--- config.mk ---
export PLATFORM = sky130hd
export DESIGN_NAME = issue_scoreboard
export DESIGN_NICKNAME = d
export VERILOG_FILES = /design/src/rtl/cpu_configuration.sv /design/src/rtl/sb_counter.sv /design/src/rtl/issue_scoreboard.sv
export SDC_FILE = /design/constraint.sdc
export NUM_CORES = 1
export LEC_CHECK = 0
export BUFFER_PORTS_ARGS = -buffer_cell sky130_fd_sc_hd__buf_2
export CAP_MARGIN = 5
export CORE_MARGIN = 2
export CORE_UTILIZATION = 58
export DETAILED_ROUTE_END_ITERATION = 16
export PLACE_DENSITY_LB_ADDON = 0.3
export SYNTH_ARGS = -nofsm -noshare
export SYNTH_HDL_FRONTEND = slang
export SYNTH_SLANG_ARGS = --single-unit
--- constraint.sdc ---
create_clock -name clk -period 5.54 [get_ports clk]
set_clock_uncertainty 0.15 [all_clocks]
set_input_delay 1.385 -clock clk [delete_from_list [all_inputs] [get_ports clk]]
set_output_delay 1.385 -clock clk [all_outputs]
set_load 0.01 [all_outputs]
--- src/rtl/cpu_configuration.sv ---
// Shared configuration for the issue scoreboard: controller state encoding,
// register-address width and architectural register count.
package cpu_configuration;

  // Register-address width used by every decode/write-back port.
  localparam int unsigned RegAdrW = 5;

  // Architectural register count; register 0 is hard-wired zero.
  localparam int unsigned NREG = 32;

  // Widest supported drain down-counter (FLUSH_CYCLES is 1..15).
  localparam int unsigned DrainW = 4;

  typedef enum logic [0:0] {
    Run   = 1'b0,
    Drain = 1'b1
  } sb_state_t;

endpackage

--- src/rtl/sb_counter.sv ---
// Saturating up/down pending-write counter for one architectural register.
// Clear wins over everything; simultaneous inc and dec leave the count alone.
module sb_counter #(
  parameter int unsigned CntW = 2
) (
  input  logic clk,
  input  logic rst,
  input  logic inc_i,
  input  logic dec_i,
  input  logic clr_i,
  output logic max_o,
  output logic zero_o
);

  logic [CntW-1:0] cnt_q, cnt_d;

  assign max_o  = (cnt_q == {CntW{1'b1}});
  assign zero_o = (cnt_q == '0);

  // Next-count selection with saturation at both ends.
  always_comb begin
    cnt_d = cnt_q;
    if (clr_i) begin
      cnt_d = '0;
    end else if (inc_i && !dec_i && !max_o) begin
      cnt_d = cnt_q + 1'b1;
    end else if (dec_i && !inc_i && !zero_o) begin
      cnt_d = cnt_q - 1'b1;
    end
  end

  // Count register with synchronous reset.
  always_ff @(posedge clk) begin
    if (rst) begin
      cnt_q <= '0;
    end else begin
      cnt_q <= cnt_d;
    end
  end

endmodule

--- src/rtl/issue_scoreboard.sv ---
// Hazard-aware issue controller between decode and register read.
// Tracks pending destination writes per register, stalls on RAW hazards and
// on destination-counter saturation, and drains for a few cycles after flush.
// Optional feature: define ISSUE_SCOREBOARD_PERF_EN to build the saturating
// hazard/back-pressure stall counter on stall_cnt_o (tied to 0 otherwise).
module issue_scoreboard
  import cpu_configuration::*;
#(
  parameter int unsigned XLEN         = 32,
  parameter int unsigned NREG         = 32,
  parameter int unsigned CNT_W        = 2,
  parameter int unsigned FLUSH_CYCLES = 2
) (
  input  logic               clk,
  input  logic               rst,
  input  logic               dec_valid_i,
  output logic               dec_ready_o,
  input  logic [RegAdrW-1:0] rs1_ad_i,
  input  logic [RegAdrW-1:0] rs2_ad_i,
  input  logic [RegAdrW-1:0] rd_ad_i,
  input  logic               rs1_used_i,
  input  logic               rs2_used_i,
  input  logic               rd_used_i,
  output logic               iss_valid_o,
  input  logic               iss_ready_i,
  input  logic               wb_valid_i,
  input  logic [RegAdrW-1:0] wb_adr_i,
  input  logic               flush_i,
  output logic [NREG-1:0]    busy_o,
  output logic               err_o,
  output logic [XLEN-1:0]    stall_cnt_o
);

  sb_state_t         state_q, state_d;
  logic [DrainW-1:0] drain_q, drain_d;
  logic              err_q, err_d;

  logic [NREG-1:0] zero_vec;
  logic [NREG-1:0] max_vec;

  logic run;
  logic hazard;
  logic fire;
  logic wb_ok;

  assign run = (state_q == Run);

  // Hazards use registered counts only; register 0 is never pending.
  assign hazard = (rs1_used_i && (rs1_ad_i != '0) && !zero_vec[rs1_ad_i]) ||
                  (rs2_used_i && (rs2_ad_i != '0) && !zero_vec[rs2_ad_i]) ||
                  (rd_used_i  && (rd_ad_i  != '0) &&  max_vec[rd_ad_i]);

  assign fire        = dec_valid_i && run && !hazard && iss_ready_i && !flush_i;
  assign dec_ready_o = fire;
  assign iss_valid_o = fire;

  // Write-backs only count in RUN; results arriving in the flush cycle or
  // during DRAIN belong to squashed work and are ignored.
  assign wb_ok = wb_valid_i && run && !flush_i && (wb_adr_i != '0);

  assign zero_vec[0] = 1'b1;
  assign max_vec[0]  = 1'b0;

  for (genvar i = 1; i < NREG; i++) begin : g_cnt
    logic inc, dec;
    assign inc = fire && rd_used_i && (rd_ad_i == RegAdrW'(i));
    assign dec = wb_ok && (wb_adr_i == RegAdrW'(i));

    sb_counter #(
      .CntW (CNT_W)
    ) u_cnt (
      .clk    (clk),
      .rst    (rst),
      .inc_i  (inc),
      .dec_i  (dec),
      .clr_i  (flush_i),
      .max_o  (max_vec[i]),
      .zero_o (zero_vec[i])
    );
  end

  assign busy_o = ~zero_vec;
  assign err_o  = err_q;

  // Controller next state: flush (re)starts the drain window; with a single
  // flush cycle there is no drain state at all.
  always_comb begin
    state_d = state_q;
    drain_d = drain_q;
    err_d   = err_q;
    if (flush_i) begin
      state_d = (FLUSH_CYCLES > 1) ? Drain : Run;
      drain_d = DrainW'(FLUSH_CYCLES - 1);
    end else if (state_q == Drain) begin
      if (drain_q <= DrainW'(1)) begin
        state_d = Run;
        drain_d = '0;
      end else begin
        drain_d = drain_q - 1'b1;
      end
    end
    if (wb_ok && zero_vec[wb_adr_i]) begin
      err_d = 1'b1;
    end
  end

  // Controller state, drain counter and sticky error flag.
  always_ff @(posedge clk) begin
    if (rst) begin
      state_q <= Run;
      drain_q <= '0;
      err_q   <= 1'b0;
    end else begin
      state_q <= state_d;
      drain_q <= drain_d;
      err_q   <= err_d;
    end
  end

`ifdef ISSUE_SCOREBOARD_PERF_EN
  logic [XLEN-1:0] stall_q, stall_d;

  // Count cycles lost to hazards or downstream back-pressure while in RUN.
  always_comb begin
    stall_d = stall_q;
    if (dec_valid_i && run && (hazard || !iss_ready_i) && (stall_q != {XLEN{1'b1}})) begin
      stall_d = stall_q + 1'b1;
    end
  end

  // Stall counter register; cleared only by reset.
  always_ff @(posedge clk) begin
    if (rst) begin
      stall_q <= '0;
    end else begin
      stall_q <= stall_d;
    end
  end

  assign stall_cnt_o = stall_q;
`else
  assign stall_cnt_o = '0;
`endif

endmodule

After elaboration in Yosys (flattened, before gate mapping). Index checks and enable logic that the tools add are counted.

Output and inout port bits: 67. Register bits after elaboration: 68.

Reductions and logical operators: 399. Bitwise operators: 2. Mux-type cells: 76. Eq/ne operators: 93. Magnitude comparators: 5. Add/subtract/negate cells: 63.

Operators by type and width (count): $logic_and 1x1->1 (201); $eq 5x5->1 const B (32); $logic_not 1->1 (128); $mux 2 (62); $eq 5x4->1 const B (16); $reduce_bool 2->1 (32); $add 2x1->2 const B (31); $eq 2x2->1 const B (31); $logic_not 2->1 (31); $sub 2x1->2 const B (31); $eq 5x3->1 const B (8); $not 32->32 (1); $lt 5x6->1 const B (4); $bmux 1 s5 (4); $eq 5x2->1 const B (4); $reduce_bool 5->1 (4); $eq 5x1->1 const B (2); $mux 1 (9); $le 4x1->1 const B (1); $mux 4 (1); $sub 4x1->4 const B (1); $logic_or 1x1->1 (2); $reduce_or 2->1 (1); $not 1->1 (1).

Depth between registers and ports, before layout.
Depth in word-level cells: 18. Gate-level depth with buffers: 12. Mapped depth without buffers: 9.

Modules after synthesis. Synthesis repeated with hierarchy kept, for this count alone.

Cell total of the unflattened synthesis: 772. Area, all modules: 6409.9 µm².

Modules (own cells, without submodules): sb_counter (instances 31, sequential area each 40.0 µm², cells an instance 15, area an instance 128.9 µm²); issue_scoreboard (instances 1, sequential area each 120.1 µm², cells an instance 307, area an instance 2414.8 µm²).

Worst setup path after synthesis. Ideal clock, no wire load.

Path kind: input-to-output. Start point: input port rd_ad_i[1]. End point: output port iss_valid_o. Path buffers: 4. Slack: 0.646 ns. Required time: 4.005 ns. Data arrival time: 3.359 ns. Stages: 9. Cells stage by stage: buf_2 -> nor2b_1 -> a311o_1 -> a211o_1 -> a31oi_1 -> clkbuf_1 -> clkbuf_1 -> o311a_1 -> buf_4.

Cells in the longest elaborated chain, start to end: 8. Elaborated cells between the ends (all ways): 10. Classes of those cells: 2 x mux; 8 x reduce/logical.

Ends and longest elaborated chain: start: declaration (RTL line issue_scoreboard.sv:20) `input logic [RegAdrW-1:0] rd_ad_i,`; $bmux 1 s5 or $reduce_bool 5->1 (tied branches) (RTL line issue_scoreboard.sv:51) `(rd_used_i && (rd_ad_i != '0) && max_vec[rd_ad_i]);`; $mux 1 (not written as such) or $logic_and 1x1->1 (tied branches) (RTL line issue_scoreboard.sv:51); $logic_and 1x1->1 (*) (RTL line issue_scoreboard.sv:51); $logic_or 1x1->1 (*) (RTL line issue_scoreboard.sv:50) `(rs2_used_i && (rs2_ad_i != '0) && !zero_vec[rs2_ad_i]) ||`; $logic_not 1->1 (*) (RTL line issue_scoreboard.sv:53) `assign fire = dec_valid_i && run && !hazard && iss_ready_i && !flush_i;`; $logic_and 1x1->1 (*) (3 in series) (RTL line issue_scoreboard.sv:53); end: declaration (RTL line issue_scoreboard.sv:24) `output logic iss_valid_o,`.

Mark *: on every way between the ends. The rest lies on a longest branch, timed or not. The select of a mux whose other input is x is not followed.

Worst setup path in the final report.
Start point: input port rs1_ad_i[1]. End point: output port dec_ready_o.

Cells in the longest elaborated chain, start to end: 10. Elaborated cells between the ends (all ways): 12. Classes of those cells: 2 x mux; 10 x reduce/logical.

Ends and longest elaborated chain: start: declaration (RTL line issue_scoreboard.sv:18) `input logic [RegAdrW-1:0] rs1_ad_i,`; $bmux 1 s5 (RTL line issue_scoreboard.sv:49) `assign hazard = (rs1_used_i && (rs1_ad_i != '0) && !zero_vec[rs1_ad_i]) ||`; $mux 1 (not written as such) (RTL line issue_scoreboard.sv:49); $logic_not 1->1 (RTL line issue_scoreboard.sv:49); $logic_and 1x1->1 (*) (RTL line issue_scoreboard.sv:49); $logic_or 1x1->1 (*) (RTL line issue_scoreboard.sv:49); $logic_or 1x1->1 (*) (RTL line issue_scoreboard.sv:50); $logic_not 1->1 (*) (RTL line issue_scoreboard.sv:53); $logic_and 1x1->1 (*) (3 in series) (RTL line issue_scoreboard.sv:53); end: declaration (RTL line issue_scoreboard.sv:17) `output logic dec_ready_o,`.

Marks and branches as above.

==> flow_metrics.tcl <==
set metrics [dict create \
    clk_pin_slew_ns 0.09 \
    cap_viol_max_count 0 \
    async_reset_ff_frac 0 \
    finalNetCount 817 \
    fp.dieH_um 103 \
    die_area_um2 10600 \
    relSlewSlack 0.482 \
    synth.lib_cells_used.distinct 67 \
    grt.overflow.total 0 \
    max_slew_violations 0 \
    vdd_drop_max_uv 124 \
    gr-usage-all-layers 0.354 \
    hp-class "flop to flop" \
    synth_compound_gate_area_share 0.230 \
    timing_worst_setup_path_type "input pin to output pin" \
    synth_xor_xnor_area_share 0.0108 \
    arrival_time_of_data_at_the_critical_path_endpoint_ns 3.22 \
    worst_skew_pair.late_latency_ns 0.38 \
    synth_top_flop_cell "dfxtp_1" \
    critical-path-max-stage-delay_ns 0.53 \
    final-hold-violation-count 0 \
    fmax_ghz 0.210 \
    ant_nets 0 \
    largest_fanout_of_any_net_on_the_critical_path 13 \
    synth-simple-area-share 0.317 \
    synth-adder-area-share 0.00443 \
    rows 36 \
    placed_cells 908 \
    yosys.area.top_type_share 0.241 \
    synth_edf_count 0 \
    power.static_leakage_uw 0.00235 \
    min_period_ns 4.75 \
    grt_max_degree 52 \
    post_route_cells_drive_above_1_share 0.154 \
    final_setup_violation_count 0 \
    final_min_period_over_clock_period 0.858 \
    holdWs_ns 0.335 \
    seq_cells_post_synth 68 \
    floorplan.core_area_um2 9590 \
    seq_area_um2 1360 \
    io_pins 96 \
    effective_utilization_at_floorplan 0.589 \
    timing.setup.tns_ns 0 \
    route.detailed.drc 0 \
    port_buffers 62 \
    critical_path.cell_chain "buf_2, mux4_2, o211a_1, a211o_1, o211a_1, o311a_1, buf_2" \
    avgViaCountPerCell 6.55 \
    finalWirelength_um 18700 \
    cts.repair_timing.setup_buffer_count 0 \
    detailedRoute.firstPassIterationCount 5 \
    yosys_warnings 0 \
    post_synth_mux_area_share 0.0917 \
    slowest_stage "mux4_2" \
    report.power.total_uw 1100 \
    mappedNetlistArea_um2 5650 \
    clock_tree.htree_level_count 3 \
    detailroute.via_count 6056 \
    seq_area_frac_synth 0.241 \
    synth.area.top_cells "dfxtp_1 (24%), mux4_2 (7.6%), nor2_1 (4.7%)" \
    hpwl_um 13900 \
    clkSinkCount 68 \
    die-width_um 103 \
    cts.hold.buffers_added 0 \
    endpoint_kind "output pin" \
    antenna_found_initial 0 \
    numCtsBuffers 9 \
    rsz_0062_raised_after_global_routing "no" \
    pwr_cell_area_nw_per_um2 182 \
    synth.largest_area_cell "dfxtp_1" \
    synth_top_family_by_area "simple AND/OR/NAND/NOR gates" \
    required_ns 4.01 \
    netlist_instances 754 \
    post_drt_wl_per_cell_um 20.2 \
    drtIter0Drc 492 \
    syn_avg_cell_area_um2 7.50 \
    grt_first_pass_wirelength_um 28000 \
    critical_path.startpoint_type "input pin" \
    post-route-util 0.632 \
    area_growth_pct 7.24 \
    ctsResizeCount 0 \
    tightestPinTransition_ns 0.777 \
    run_status "finished clean" \
    n_antenna_cell 0 \
    layout.filler_cells 873 \
    place_congestion 1.05 \
    first_global_vias 5363 \
    cts.path.max_buffers 2 \
    clockRootBuffer "clkbuf_8" \
    multi_input_area_um2 3820 \
    non_filler_instances 924 \
    tritoncts "done" \
]
-- metal layers --
layer	vias to the layer above	track usage	wire length, µm
met1	2844	0.464	7490
met3	67	0.0793	2060
li1	2779	-	-
met5	-	0	0
met4	0	0.198	875
met2	366	0.539	8250
-- cell usage in the layout, fill, tap and decap left out, types with 4 or more instances in the layout --
cell type  Yosys  routed
nor4_1         4       4
conb_1         1      33
nand4b_1       4       4
or2_2          8       8
mux4_2        19      19
nand2b_1      24      24
a221oi_1       8       8
nor3b_1        4       4
nor2b_1       15      15
nor2_1        71      71
or3_1          4       4
buf_4         34       7
nand3_1       43      43
nor4b_1        9       9
o21a_1        16      16
a21oi_1       37      37
xnor2_1        6       6
clkbuf_8       0      11
o21ai_0       40      40
nand2_1       62      62
nand4_1       10      10
nor3_1        28      28
dfxtp_1       68      68
buf_2          5      62
o22ai_1        4       4
o211ai_1      13      13
a31oi_1       27      27
inv_1         36      36
and2_1         5       5
and4_1        12      12
and3_1        15      15
a211oi_1      20      20
mux2i_1        9       9
-- layout make-up --
cell class,count,area share
Clock inverter,5,0.00970
Timing Repair Buffer,69,0.0599
Multi-Input combinational cell,602,0.631
Sequential cell,68,0.225
Inverter,36,0.0223
Tap cell,133,0.0275
Clock buffer,11,0.0250
-- kinds of logic after synthesis --
family          Yosys count
other cells               1
fa+ha+maj                 2
compound gates          196
xor+xnor                  7
buf+inv                 116
flops                    68
simple gates            336
mux                      28
-- where the power goes --
| part | leakage (µW) | internal, µW | total [µW] | switching (µW) |
|---|---|---|---|---|
| registers | 0.000548 | 491 | 493 | 2.08 |
| logic | 0.00170 | 43.6 | 154 | 111 |
| clock network | 0.000102 | 233 | 457 | 223 |
-- path summary, 6_finish.rpt --
path / endpoint / start / cells after the start / slack [ns]
worst max-delay path: dec_ready_o / rs1_ad_i[1] / 7 / 0.79
worst max register to register: g_cnt[9].u_cnt.cnt_q[0] / g_cnt[30].u_cnt.cnt_q[1] / 10 / 2.04
worst min register to register: err_o / err_o / 1 / 0.34
worst min-delay path: err_o / err_o / 1 / 0.34
-- sequential cells by signal (all words and copies together), names as in the netlist --
signal / count
g_cnt.u_cnt.cnt_q: 62
drain_q: 4
err_o: 1
state_q: 1
-- stage by stage --
stage | worst slack, ns | cell area (µm²)
floorplan | 0.646 | 5770
global placement | 0.813 | 5850
detailed placement | 0.793 | 5850
CTS | 0.796 | 6060
global route | 0.680 | 6060
finish | 0.786 | 6060
-- worst max-delay path: cells and delay by family --
kind                   cells  cell delay, ns
AO/OA/AOI/OAI              4            0.90
buffers and inverters      2            0.39
multiplexers               1            0.53
-- cell usage after synthesis, drive strengths merged (3+ instances only) --
| master | number |
|---|---|
| nor4 | 4 |
| nand4b | 4 |
| clkbuf | 36 |
| o21a | 16 |
| nor4b | 9 |
| nand2b | 24 |
| dfxtp | 68 |
| nor2 | 71 |
| nand3b | 3 |
| and2 | 5 |
| xnor2 | 6 |
| nand3 | 43 |
| o21ai | 40 |
| and3 | 16 |
| mux2i | 9 |
| nor3 | 28 |
| or2 | 9 |
| buf | 44 |
| nor2b | 15 |
| or3 | 4 |
| o22ai | 4 |
| o211ai | 13 |
| or3b | 5 |
| a221oi | 9 |
| inv | 36 |
| nand4 | 10 |
| a21oi | 37 |
| nor3b | 4 |
| a211oi | 20 |
| o21bai | 3 |
| and4 | 12 |
| mux4 | 19 |
| nand2 | 62 |
| a31oi | 27 |
| a311o | 3 |
No activity file was read; power rests on OpenSTA's default activity.
